`src/rtl/branch_ctrl_unit_pkg.sv`:
```
// Shared definitions for the execute-stage branch control unit:
// PNZ flag bit positions, reset value and the condition-match helper.
package branch_ctrl_unit_pkg;

  localparam int FLAG_P = 2;
  localparam int FLAG_N = 1;
  localparam int FLAG_Z = 0;

  localparam logic [2:0] PNZ_RST = 3'b000;

  // A conditional branch is taken when any requested PNZ bit is set.
  function automatic logic pnz_match(input logic [2:0] cond, input logic [2:0] flags);
    return |(cond & flags);
  endfunction

endpackage

```
`src/rtl/branch_ctrl_unit_ret_addr_stack.sv`:
```
// Circular return-address LIFO; a push while full silently replaces the oldest
// entry so the most recent DEPTH return addresses are always retained.
module ret_addr_stack #(
  parameter int ADDR_W = 16,
  parameter int DEPTH  = 8
) (
  input  logic                       clk,
  input  logic                       rst_n,
  input  logic                       push,
  input  logic                       pop,
  input  logic [ADDR_W-1:0]          push_addr,
  output logic [ADDR_W-1:0]          top,
  output logic [$clog2(DEPTH+1)-1:0] count,
  output logic                       full,
  output logic                       empty
);

  localparam int PTR_W = $clog2(DEPTH);
  localparam int CNT_W = $clog2(DEPTH+1);

  logic [ADDR_W-1:0] mem [DEPTH];
  logic [PTR_W-1:0]  wr_ptr;
  logic [PTR_W-1:0]  rd_ptr;
  logic [PTR_W-1:0]  wr_ptr_inc;
  logic [CNT_W-1:0]  cnt;

  // wr_ptr always points at the slot the next push lands in; top sits one behind.
  assign rd_ptr     = (wr_ptr == '0) ? PTR_W'(DEPTH-1) : wr_ptr - PTR_W'(1);
  assign wr_ptr_inc = (wr_ptr == PTR_W'(DEPTH-1)) ? '0 : wr_ptr + PTR_W'(1);

  assign top   = mem[rd_ptr];
  assign count = cnt;
  assign full  = (cnt == CNT_W'(DEPTH));
  assign empty = (cnt == '0);

  always_ff @(posedge clk or negedge rst_n) begin
    if (!rst_n) begin
      wr_ptr <= '0;
      cnt    <= '0;
    end else if (push) begin
      wr_ptr <= wr_ptr_inc;
      if (!full) cnt <= cnt + CNT_W'(1);
    end else if (pop && !empty) begin
      wr_ptr <= rd_ptr;
      cnt    <= cnt - CNT_W'(1);
    end
  end

  always_ff @(posedge clk) begin
    if (push) mem[wr_ptr] <= push_addr;
  end

endmodule

```
`src/rtl/branch_ctrl_unit.sv`:
```
// Execute-stage redirect control: conditional branches on registered PNZ flags,
// subroutine call/return through a circular RAS, and nested interrupt entry/exit.
module branch_ctrl_unit
  import branch_ctrl_unit_pkg::*;
#(
  parameter int ADDR_W    = 16,
  parameter int RAS_DEPTH = 8,
  parameter int INT_DEPTH = 2
) (
  input  logic                           clk,
  input  logic                           rst_n,
  input  logic                           stall,
  input  logic [ADDR_W-1:0]              pc_in,
  input  logic [ADDR_W-1:0]              alu_target,
  input  logic                           br,
  input  logic [2:0]                     br_cond,
  input  logic                           call,
  input  logic                           ret,
  input  logic                           flags_we,
  input  logic [2:0]                     flags_new,
  input  logic                           int_req,
  input  logic [ADDR_W-1:0]              int_vec,
  input  logic                           err_clr,
  output logic [ADDR_W-1:0]              branch_addr,
  output logic                           branch_taken,
  output logic                           int_ack,
  output logic [$clog2(INT_DEPTH+1)-1:0] int_level,
  output logic [2:0]                     flags_out,
  output logic                           ras_ovf,
  output logic                           ras_unf
);

  localparam int LVL_W = $clog2(INT_DEPTH+1);
  localparam int IDX_W = (INT_DEPTH > 1) ? $clog2(INT_DEPTH) : 1;
  localparam int CNT_W = $clog2(RAS_DEPTH+1);

  logic [2:0]        flags_q;
  logic [LVL_W-1:0]  level_q;
  logic [LVL_W-1:0]  level_dec;
  logic [ADDR_W+2:0] int_stack [INT_DEPTH];
  logic [ADDR_W+2:0] saved_ctx;

  logic              int_accept, ret_int, ret_sub;
  logic              ras_push, ras_pop, ras_full, ras_empty;
  logic [ADDR_W-1:0] ras_top;
  logic [CNT_W-1:0]  ras_count;

  assign level_dec = level_q - LVL_W'(1);
  assign saved_ctx = int_stack[level_dec[IDX_W-1:0]];

  // A return in flight blocks interrupt entry so the pop and push never collide.
  assign int_accept = !stall && int_req && !ret && (level_q < LVL_W'(INT_DEPTH));
  assign ret_int    = !stall && ret && (level_q != '0);
  assign ret_sub    = !stall && ret && (level_q == '0);
  assign ras_push   = !stall && call && !ret && !int_accept;
  assign ras_pop    = ret_sub && !ras_empty;

  always_comb begin
    branch_addr  = '0;
    branch_taken = 1'b0;
    int_ack      = 1'b0;
    if (int_accept) begin
      branch_addr  = int_vec;
      branch_taken = 1'b1;
      int_ack      = 1'b1;
    end else if (ret_int) begin
      branch_addr  = saved_ctx[ADDR_W+2:3];
      branch_taken = 1'b1;
    end else if (ret_sub) begin
      branch_addr  = (ras_count == '0) ? '0 : ras_top;
      branch_taken = 1'b1;
    end else if (!stall && br) begin
      branch_addr  = alu_target;
      branch_taken = pnz_match(br_cond, flags_q);
    end
  end

  ret_addr_stack #(
    .ADDR_W (ADDR_W),
    .DEPTH  (RAS_DEPTH)
  ) u_ras (
    .clk       (clk),
    .rst_n     (rst_n),
    .push      (ras_push),
    .pop       (ras_pop),
    .push_addr (pc_in + ADDR_W'(1)),
    .top       (ras_top),
    .count     (ras_count),
    .full      (ras_full),
    .empty     (ras_empty)
  );

  always_ff @(posedge clk or negedge rst_n) begin
    if (!rst_n) begin
      flags_q <= PNZ_RST;
      level_q <= '0;
      ras_ovf <= 1'b0;
      ras_unf <= 1'b0;
    end else if (!stall) begin
      if (int_accept) begin
        level_q <= level_q + LVL_W'(1);
      end else if (ret_int) begin
        level_q <= level_dec;
        flags_q <= saved_ctx[2:0];
      end else if (flags_we) begin
        flags_q <= flags_new;
      end
      // Clear first so a same-cycle error event still leaves its flag set.
      if (err_clr) begin
        ras_ovf <= 1'b0;
        ras_unf <= 1'b0;
      end
      if (ras_push && ras_full) ras_ovf <= 1'b1;
      if (ret_sub && ras_empty) ras_unf <= 1'b1;
    end
  end

  always_ff @(posedge clk) begin
    if (int_accept) int_stack[level_q[IDX_W-1:0]] <= {pc_in, flags_q};
  end

  assign int_level = level_q;
  assign flags_out = flags_q;

endmodule
```
`config.mk`:
```
export PLATFORM = sky130hd
export DESIGN_NAME = branch_ctrl_unit
export DESIGN_NICKNAME = d
export VERILOG_FILES = /design/src/rtl/branch_ctrl_unit_pkg.sv /design/src/rtl/branch_ctrl_unit_ret_addr_stack.sv /design/src/rtl/branch_ctrl_unit.sv
export SDC_FILE = /design/constraint.sdc
export NUM_CORES = 1
export LEC_CHECK = 0
export CORE_ASPECT_RATIO = 0.75
export CORE_UTILIZATION = 30
export DETAILED_ROUTE_END_ITERATION = 6
export SETUP_SLACK_MARGIN = 0.15
export SKIP_LAST_GASP = 1
export SLEW_MARGIN = 0
export SYNTH_ARGS = -nofsm -noshare
export SYNTH_HDL_FRONTEND = slang
export SYNTH_SLANG_ARGS = --single-unit
```
`constraint.sdc`:
```
create_clock -name clk -period 7.2 [get_ports clk]
set_input_delay 2.16 -clock clk [delete_from_list [all_inputs] [get_ports clk]]
set_output_delay 2.16 -clock clk [all_outputs]
set_load 0.05 [all_outputs]
```
## Word level (Yosys, flattened, before mapping)

Memories as Yosys holds them, arrays and structs flattened.
Cells that the tools add are included.

| operators by class | value |
|---|---|
| add/sub/neg operators | 7 |
| $lt $le $gt $ge | 1 |
| eq/ne operators | 3 |
| mux-type cells | 27 |
| bitwise logic cells | 3 |
| reductions and logical operators | 33 |

Operator list:

| operator | number |
|---|---|
| $mux W16 | 5 |
| $mux W3 | 6 |
| $add A16 B1 Y16 const B | 1 |
| $logic_and A1 B1 Y1 | 14 |
| $mux W4 | 3 |
| $reduce_bool A2 Y1 | 6 |
| $mux W1 | 11 |
| $reduce_and A2 Y1 | 4 |
| $add A4 B1 Y4 const B | 1 |
| $eq A4 B4 Y1 const B | 1 |
| $logic_not A1 Y1 | 4 |
| $logic_not A4 Y1 | 1 |
| $mux W2 | 2 |
| $sub A4 B1 Y4 const B | 1 |
| $add A3 B1 Y3 const B | 1 |
| $and A3 B3 Y3 | 1 |
| $eq A3 B3 Y1 const B | 1 |
| $logic_not A3 Y1 | 1 |
| $reduce_and A3 Y1 | 1 |
| $reduce_or A3 Y1 | 1 |
| $sub A3 B1 Y3 const B | 1 |
| $add A2 B1 Y2 const B | 1 |
| $logic_not A2 Y1 | 1 |
| $lt A2 B2 Y1 const B | 1 |
| 3 further kinds | 4 |

| storage, ports and cells | value |
|---|---|
| flip-flop bits (word level) | 14 |
| bits in writable memories | 166 |
| input bits | 63 |
| output and inout bits | 25 |
| logic and storage cells | 82 |
| memories kept | 2 |

Memory list:

| name | depth | bits a word | rd ports | clocked after memory_dff | write ports | RTL line | source |
|---|---|---|---|---|---|---|---|
| u_ras.mem | 8 | 16 | 1 | 0 | 1 | branch_ctrl_unit_ret_addr_stack.sv:21 | `logic [ADDR_W-1:0] mem [DEPTH];` |
| int_stack | 2 | 19 | 1 | 0 | 1 | branch_ctrl_unit.sv:40 | `logic [ADDR_W+2:0] int_stack [INT_DEPTH];` |

## Logic depth before layout (Yosys ltp)

Gate-level depths: netlist of run 1.

| logic depth | value |
|---|---|
| depth in word-level cells | 9 |
| depth in mapped cells | 13 |
| depth with buffers taken out | 8 |

## Cells and area by module

From an unflattened synthesis of run 1, not the netlist that was laid out.

| second synthesis, totals | value |
|---|---|
| cell total of the unflattened synthesis | 569 |
| area, all modules | 8077.7 µm² |

Modules (own cells, without submodules):

| module | times used | cells an instance | area each (µm²) | seq. area each (µm²) |
|---|---|---|---|---|
| ret_addr_stack | 1 | 333 | 5495.3 | 4018.9 |
| branch_ctrl_unit | 1 | 236 | 2582.5 | 1316.3 |

## Worst setup path before layout of run 1

Ideal clock, no wire load.

| timing path | value |
|---|---|
| path type | input to output |
| from | in stall |
| to | out branch_addr[11] |
| arrival time | 3.793 ns |
| data required time | 5.040 ns |
| slack | 1.247 ns |
| stages on the path | 5 |
| buffers on the path | 1 |
| path through | nand3b_2 a21oi_2 buf_2 o21ai_0 a22oi_1 |

| on the way | value |
|---|---|
| word-level cells in the longest chain between the ends | 6 |
| elaborated cells on any way between the ends | 12 |
| those cells by class | mux (4); reduce/logical (8) |

Ends and longest elaborated chain:

| item | RTL line | source |
|---|---|---|
| from (decl) | branch_ctrl_unit.sv:12 | `input logic stall,` |
| $logic_not A1 Y1 (*) | -- |  |
| $logic_and A1 B1 Y1, on equally long branches | branch_ctrl_unit.sv:72, branch_ctrl_unit.sv:53, branch_ctrl_unit.sv:54 |  |
| $mux W16 or $logic_and A1 B1 Y1 (tied branches) | branch_ctrl_unit.sv:72, branch_ctrl_unit.sv:54 |  |
| $mux W16 | branch_ctrl_unit.sv:69 | `end else if (ret_sub) begin` |
| $mux W16 | branch_ctrl_unit.sv:66 | `end else if (ret_int) begin` |
| $mux W16 (*) | branch_ctrl_unit.sv:62 | `if (int_accept) begin` |
| to (decl) | branch_ctrl_unit.sv:24 | `output logic [ADDR_W-1:0] branch_addr,` |

Mark *: on every way between the ends. The rest lies on a longest branch, timed or not.

## Worst setup path after layout of run 1

| timing path | value |
|---|---|
| from | in stall |
| to | out branch_addr[9] |

Same word-level chain as after synthesis.

==> results.py, run 1 <==
metrics = {
    "status": {
        "status": "complete, no violations",
    },
    "clock_network": {
        "htree_levels": 4,
        "cts_setup_buffers": 0,
        "cts-root-buf": "clkbuf_16",
        "cts.sinks": 180,
        "holdBufCountCts": 0,
        "cts_buffer_depth": 2,
        "path_clk_slew_ns": 0.07,
        "clock_latency_ns": 0.43,
        "cts_tree": "done",
        "cts_resized": 0,
        "numCtsBuffers": 17,
    },
    "global_routing": {
        "use_met2": 0.199,
        "grt_max_degree": 56,
        "use_met1": 0.239,
        "grt_busiest_layer": "met1",
        "grt_pass1_wl_mm": 30.1,
        "grt_remaining_overflow": 0,
        "antenna_found_initial": 0,
        "grt_pass1_vias": 5026,
        "track_usage": 0.150,
        "use_met3": 0.0364,
    },
    "sta": {
        "worstMarginPinSlew_ns": 0.976,
        "fmax_ghz": 0.152,
        "finalCriticalPeriod_ns": 6.59,
        "fin_skew_ns": 0.0158,
        "rsz0062_at_grt": "no",
        "finalHoldViolCount": 0,
        "drv_slew": 0,
        "finalSetupViolations": 0,
        "post-route-period-util": 0.915,
        "slew_headroom": 0.350,
        "fin_setup_tns_ns": 0,
    },
    "worst_setup_path": {
        "r2r_setup_slack_ns": 4.32,
        "endpoint_kind": "primary output",
        "max_stage_delay_ns": 0.60,
        "required_ns": 5.04,
        "cp.arrival_ns": 4.43,
        "crit_family": "compound AO/OA/AOI/OAI gates",
        "worstSetupStartpointType": "input port",
        "cp_cell_sequence": "clkdlybuf4s50_1 -> nand3b_2 -> a21oi_2 -> o21ai_0 -> a22oi_1 -> buf_4",
        "crit_path_max_fanout": 14,
        "crit_path_top_delay_cell": "a21oi_2",
        "crit_type": "in -> out",
        "path_buf_inv": 2,
    },
    "synthesis": {
        "yosysMostFrequentCell": "edfxtp_1",
        "ys_seq_elements": 180,
        "syn_area_mm2": 0.00803,
        "synth_edf_count": 166,
        "yosysSeqAreaShare": 0.664,
        "synth_ff_type": "edfxtp_1",
        "synth_nets": 649,
        "netlist_top_cells_count": "edfxtp_1, a21oi_1, nor2_1",
        "avgSynthCellArea_um2": 13.9,
        "yosysWarnings": 0,
        "yosys.area.top_type": "edfxtp_1",
        "synth_cell_types": 50,
        "async_flop_share": 0.0778,
        "synth_top_area_share": 0.621,
        "synth_area_leaders": "edfxtp_1, dfrtp_1, mux2i_1",
        "postSynthCellCount": 577,
    },
    "worst_hold_path": {
        "hold_path.class": "reg -> reg",
    },
    "die": {
        "start_util": 0.308,
        "boundaryPins": 88,
        "die_h_um": 144,
        "fp-row-count": 51,
        "core_area_mm2": 0.0261,
        "die-area_mm2": 0.0274,
        "dieWidth_um": 191,
    },
    "layout": {
        "fin_nets": 743,
        "area_growth_pct": 22.4,
        "post-route-util": 0.377,
        "diodes": 0,
        "drive_gt1_frac": 0.152,
    },
    "placement": {
        "port-buffer-count": 87,
        "place.gp.congestion": 0.819,
        "dp_hpwl_mm": 14.3,
    },
    "drt": {
        "drtPass1Iterations": 5,
        "vias": 5331,
        "avgRoutedWirePerCell_um": 19.9,
        "drtIter0Drc": 483,
        "via_per_inst": 5.20,
        "wirelength_mm": 20.5,
        "drc": 0,
        "drtAntennaViolNets": 0,
    },
    "power": {
        "power_density_mw_per_mm2": 371,
        "ir_worst_vdd_uv": 226,
        "power_mw": 3.65,
        "p_leak_nw": 3.35,
    },
    "run": {
        "cap_violations": 0,
    },
}
-- layout make-up --
type                    instances  area (um^2)
well taps                     344          430
inverters                      13         48.8
multi-input cells             348         2480
clock inverters                11         81.3
fillers                      2463        16300
clock buffers                  19          433
repair buffers                111         1020
flip-flops and latches        180         5340
-- power breakdown --
part	internal, mW	switching (mW)	leakage [nW]
combinational	0.543	0.998	1.44
sequential	1.22	0.0622	1.67
clock	0.439	0.388	0.247
total	2.20	1.45	3.35
-- path summary, 6_finish.rpt --
| check | end | cells past startpoint | start |
|---|---|---|---|
| worst min-delay path | ras_ovf | 2 | ras_ovf |
| worst max-delay path | branch_addr[9] | 6 | stall |
| max in group asynchronous | u_ras.wr_ptr[0] | 1 | rst_n |
| worst max register to register | u_ras.wr_ptr[1] | 7 | u_ras.wr_ptr[0] |
| worst min register to register | ras_ovf | 2 | ras_ovf |
| min in group asynchronous | ras_ovf | 1 | rst_n |
-- cell usage in the layout (no fill, tap or decap), types with 3 or more instances in the layout --
| cell | n |
|---|---|
| edfxtp_1 | 166 |
| mux4_2 | 5 |
| a21oi_1 | 50 |
| nor4_2 | 3 |
| nor2_1 | 38 |
| o211ai_1 | 5 |
| a22oi_1 | 9 |
| nand2_1 | 32 |
| a32oi_1 | 4 |
| nand3_1 | 5 |
| xnor2_1 | 11 |
| o32ai_1 | 12 |
| o22ai_1 | 12 |
| buf_4 | 39 |
| mux2i_1 | 33 |
| dfrtp_1 | 13 |
| mux2_2 | 13 |
| clkdlybuf4s50_1 | 71 |
| clkinv_4 | 4 |
| inv_1 | 12 |
| nand2b_1 | 10 |
| ha_1 | 8 |
| xor2_1 | 6 |
| nor3_2 | 5 |
| o21ai_0 | 28 |
| nor2_2 | 3 |
| clkbuf_16 | 17 |
| o221ai_1 | 8 |
| a221oi_1 | 21 |
-- worst reg2reg max path: stages, from the launching register on --
cell,delay [ns]
dfrtp_2,0.40
inv_1,0.45
ha_1,0.47
clkinv_1,0.47
nor2_2,0.61
nand2_1,0.11
o211ai_1,0.11
o31ai_1,0.10
-- state kept, by name, indices dropped and copies added, names as in the netlist --
name          flops
flags_out         3
u_ras.count       4
u_ras.mem       128
ras_ovf           1
ras_unf           1
u_ras.wr_ptr      3
int_stack        38
int_level         2
-- logic make-up after synthesis --
family	synth area share
adder cells (fa/ha/maj)	0.0150
buffers and inverters	0.0326
AND/OR/NAND/NOR	0.0623
AO/OA/AOI/OAI	0.130
XOR/XNOR	0.0185
flip-flops	0.664
multiplexers	0.0771
-- metrics by stage --
| stage | hold WS, ns | std cells | setup slack, ns | instance area (um^2) |
|---|---|---|---|---|
| 2_1_floorplan | 0.571 | 577 | 1.25 | 8030 |
| 3_3_place_gp | 0.478 | 996 | 0.681 | 9320 |
| 3_5_place_dp | 0.478 | 996 | 0.606 | 9320 |
| 4_1_cts | 0.494 | 1026 | 0.607 | 9830 |
| 5_1_grt | 0.522 | 1026 | 0.405 | 9830 |
| 6_report | 0.489 | 1026 | 0.612 | 9830 |
-- routing by layer --
metal / vias up / wire length [um]
met1: 2683 / 10400
met4: 0 / 204
met2: 179 / 8650
met3: 20 / 1210
met5: - / 0
li1: 2449 / -
No activity file was read; power rests on OpenSTA's default activity.
==> run 2: changes to the inputs <==
--- a/config.mk
+++ b/config.mk
@@ -8,6 +8,7 @@
 export CORE_ASPECT_RATIO = 0.75
 export CORE_UTILIZATION = 30
 export DETAILED_ROUTE_END_ITERATION = 6
+export GPL_TIMING_DRIVEN = 0
 export SETUP_SLACK_MARGIN = 0.15
 export SKIP_LAST_GASP = 1
 export SLEW_MARGIN = 0
==> results.py, run 2 (synthesis results as in run 1) <==
metrics = {
    "status": {
        "status": "complete, no violations",
    },
    "global_routing": {
        "grt_pass1_wl_mm": 31.6,
        "grt_remaining_overflow": 0,
        "grt_pass1_vias": 5101,
        "grt_max_degree": 19,
        "antenna_found_initial": 0,
        "track_usage": 0.160,
    },
    "die": {
        "core_area_mm2": 0.0261,
        "fp-row-count": 51,
        "start_util": 0.308,
        "die-area_mm2": 0.0274,
        "die_h_um": 144,
        "boundaryPins": 88,
        "dieWidth_um": 191,
    },
    "sta": {
        "rsz0062_at_grt": "no",
        "drv_slew": 0,
        "finalSetupViolations": 0,
        "post-route-period-util": 0.964,
        "fin_skew_ns": 0.00814,
        "finalCriticalPeriod_ns": 6.94,
        "worstMarginPinSlew_ns": 1.02,
        "fin_setup_tns_ns": 0,
        "slew_headroom": 0.318,
        "finalHoldViolCount": 0,
        "fmax_ghz": 0.144,
    },
    "worst_setup_path": {
        "crit_start": "stall",
        "required_ns": 5.04,
        "endpoint_kind": "primary output",
        "crit_path_max_fanout": 10,
        "cp.arrival_ns": 4.78,
        "reg2reg_to": "u_ras.wr_ptr[2]",
        "r2r_setup_slack_ns": 4.05,
        "reg2reg_from": "u_ras.wr_ptr[0]",
        "crit_type": "in -> out",
        "endpoint": "branch_addr[11]",
        "reg2reg_depth": 11,
        "worstSetupStartpointType": "input port",
    },
    "power": {
        "p_leak_nw": 3.55,
        "power_density_mw_per_mm2": 382,
        "ir_worst_vdd_uv": 211,
    },
    "layout": {
        "final_cell_mix": "edfxtp_1, clkdlybuf4s50_1, a21oi_1, nor2_1, mux2i_1",
        "post-route-util": 0.389,
        "top_register": "u_ras.mem",
        "fillers": 2400,
        "final_common_cell": "edfxtp_1",
        "largest_register_ffs": 128,
        "diodes": 0,
        "fin_nets": 768,
        "area_growth_pct": 26.5,
        "final_area_mm2": 0.0102,
        "drive_gt1_frac": 0.158,
    },
    "drt": {
        "drtPass1Iterations": 5,
        "drtAntennaViolNets": 0,
        "drc": 0,
        "drtIter0Drc": 566,
        "wirelength_mm": 21.7,
        "via_per_inst": 5.14,
        "vias": 5416,
        "avgRoutedWirePerCell_um": 20.6,
    },
    "clock_network": {
        "cts_buffer_depth": 2,
        "holdBufCountCts": 0,
        "cts-root-buf": "clkbuf_16",
        "path_clk_slew_ns": 0.07,
        "clock_latency_ns": 0.43,
        "htree_levels": 4,
        "cts.sinks": 180,
        "numCtsBuffers": 17,
        "cts_tree": "done",
    },
    "placement": {
        "port-buffer-count": 87,
        "place.gp.congestion": 0.832,
        "dp_hpwl_mm": 15.7,
        "place_area_mm2": 0.00954,
    },
    "worst_hold_path": {
        "hold_path.class": "reg -> reg",
    },
    "run": {
        "cap_violations": 0,
    },
}
## run 2: changes by cell type in the layout (fill, tap and decap cells not counted), moves of 5 or more
cell	before	now
dlygate4sd2_1	0	9
clkbuf_1	2	7
buf_2	0	17
inv_8	0	5
buf_4	39	11
buf_6	0	8
## run 2: routing by layer
layer,vias to the layer above,global-route usage,routed length [um]
met1,2702,0.244,10500
li1,2505,-,-
met3,21,0.0322,1680
met2,188,0.222,9300
met5,-,0,0
met4,0,0.0522,263
## run 2: how the worst min path moves through the flow
stage	cells after the start	end	start	slack, ns
3_5_place_dp	2	ras_ovf	ras_ovf	0.47
6_report	2	ras_ovf	ras_ovf	0.49
2_1_floorplan	2	u_ras.count[2]	u_ras.count[2]	0.57
3_3_place_gp	2	ras_ovf	ras_ovf	0.47
5_1_grt	2	ras_unf	ras_unf	0.52
4_1_cts	2	ras_ovf	ras_ovf	0.49
## run 2: worst max-delay path, stage by stage
cell,delay (ns)
clkdlybuf4s50_1,0.57
nand3b_2,0.40
a21oi_4,0.34
buf_2,0.32
o21ai_0,0.21
a22oi_1,0.22
clkdlybuf4s15_1,0.55
## run 2: repair_timing
action	4_1_cts	5_1_grt
endpoints found under the setup margin	15	4
gates cloned	0	0
setup buffers	0	0
gates resized for setup	17	5
## run 2: layout make-up
type / count / area, um^2 / area share
Sequential cell: 180 / 5340 / 0.525
Multi-Input combinational cell: 348 / 2490 / 0.245
Timing Repair Buffer: 100 / 1030 / 0.101
Tap cell: 344 / 430 / 0.0424
Clock buffer: 17 / 425 / 0.0419
Buffer: 36 / 215 / 0.0212
Clock inverter: 15 / 189 / 0.0186
Inverter: 13 / 48.8 / 0.00480
## run 2: power by group
part	switching, mW	total [mW]	leakage [nW]	internal [mW]
Clock	0.433	0.961	0.289	0.528
Combinational	1.06	1.64	1.59	0.587
Sequential	0.0627	1.28	1.67	1.22
## run 2: through the flow
stage / hold slack (ns) / total power [mW] / instances / worst slack (ns)
2_1_floorplan: 0.571 / 2.39 / 577 / 1.25
3_3_place_gp: 0.466 / 2.91 / 1008 / -0.294
3_5_place_dp: 0.475 / 2.94 / 1021 / -0.271
4_1_cts: 0.491 / 3.88 / 1053 / 0.135
5_1_grt: 0.524 / 4.07 / 1053 / 0.156
6_report: 0.486 / 3.89 / 1053 / 0.261
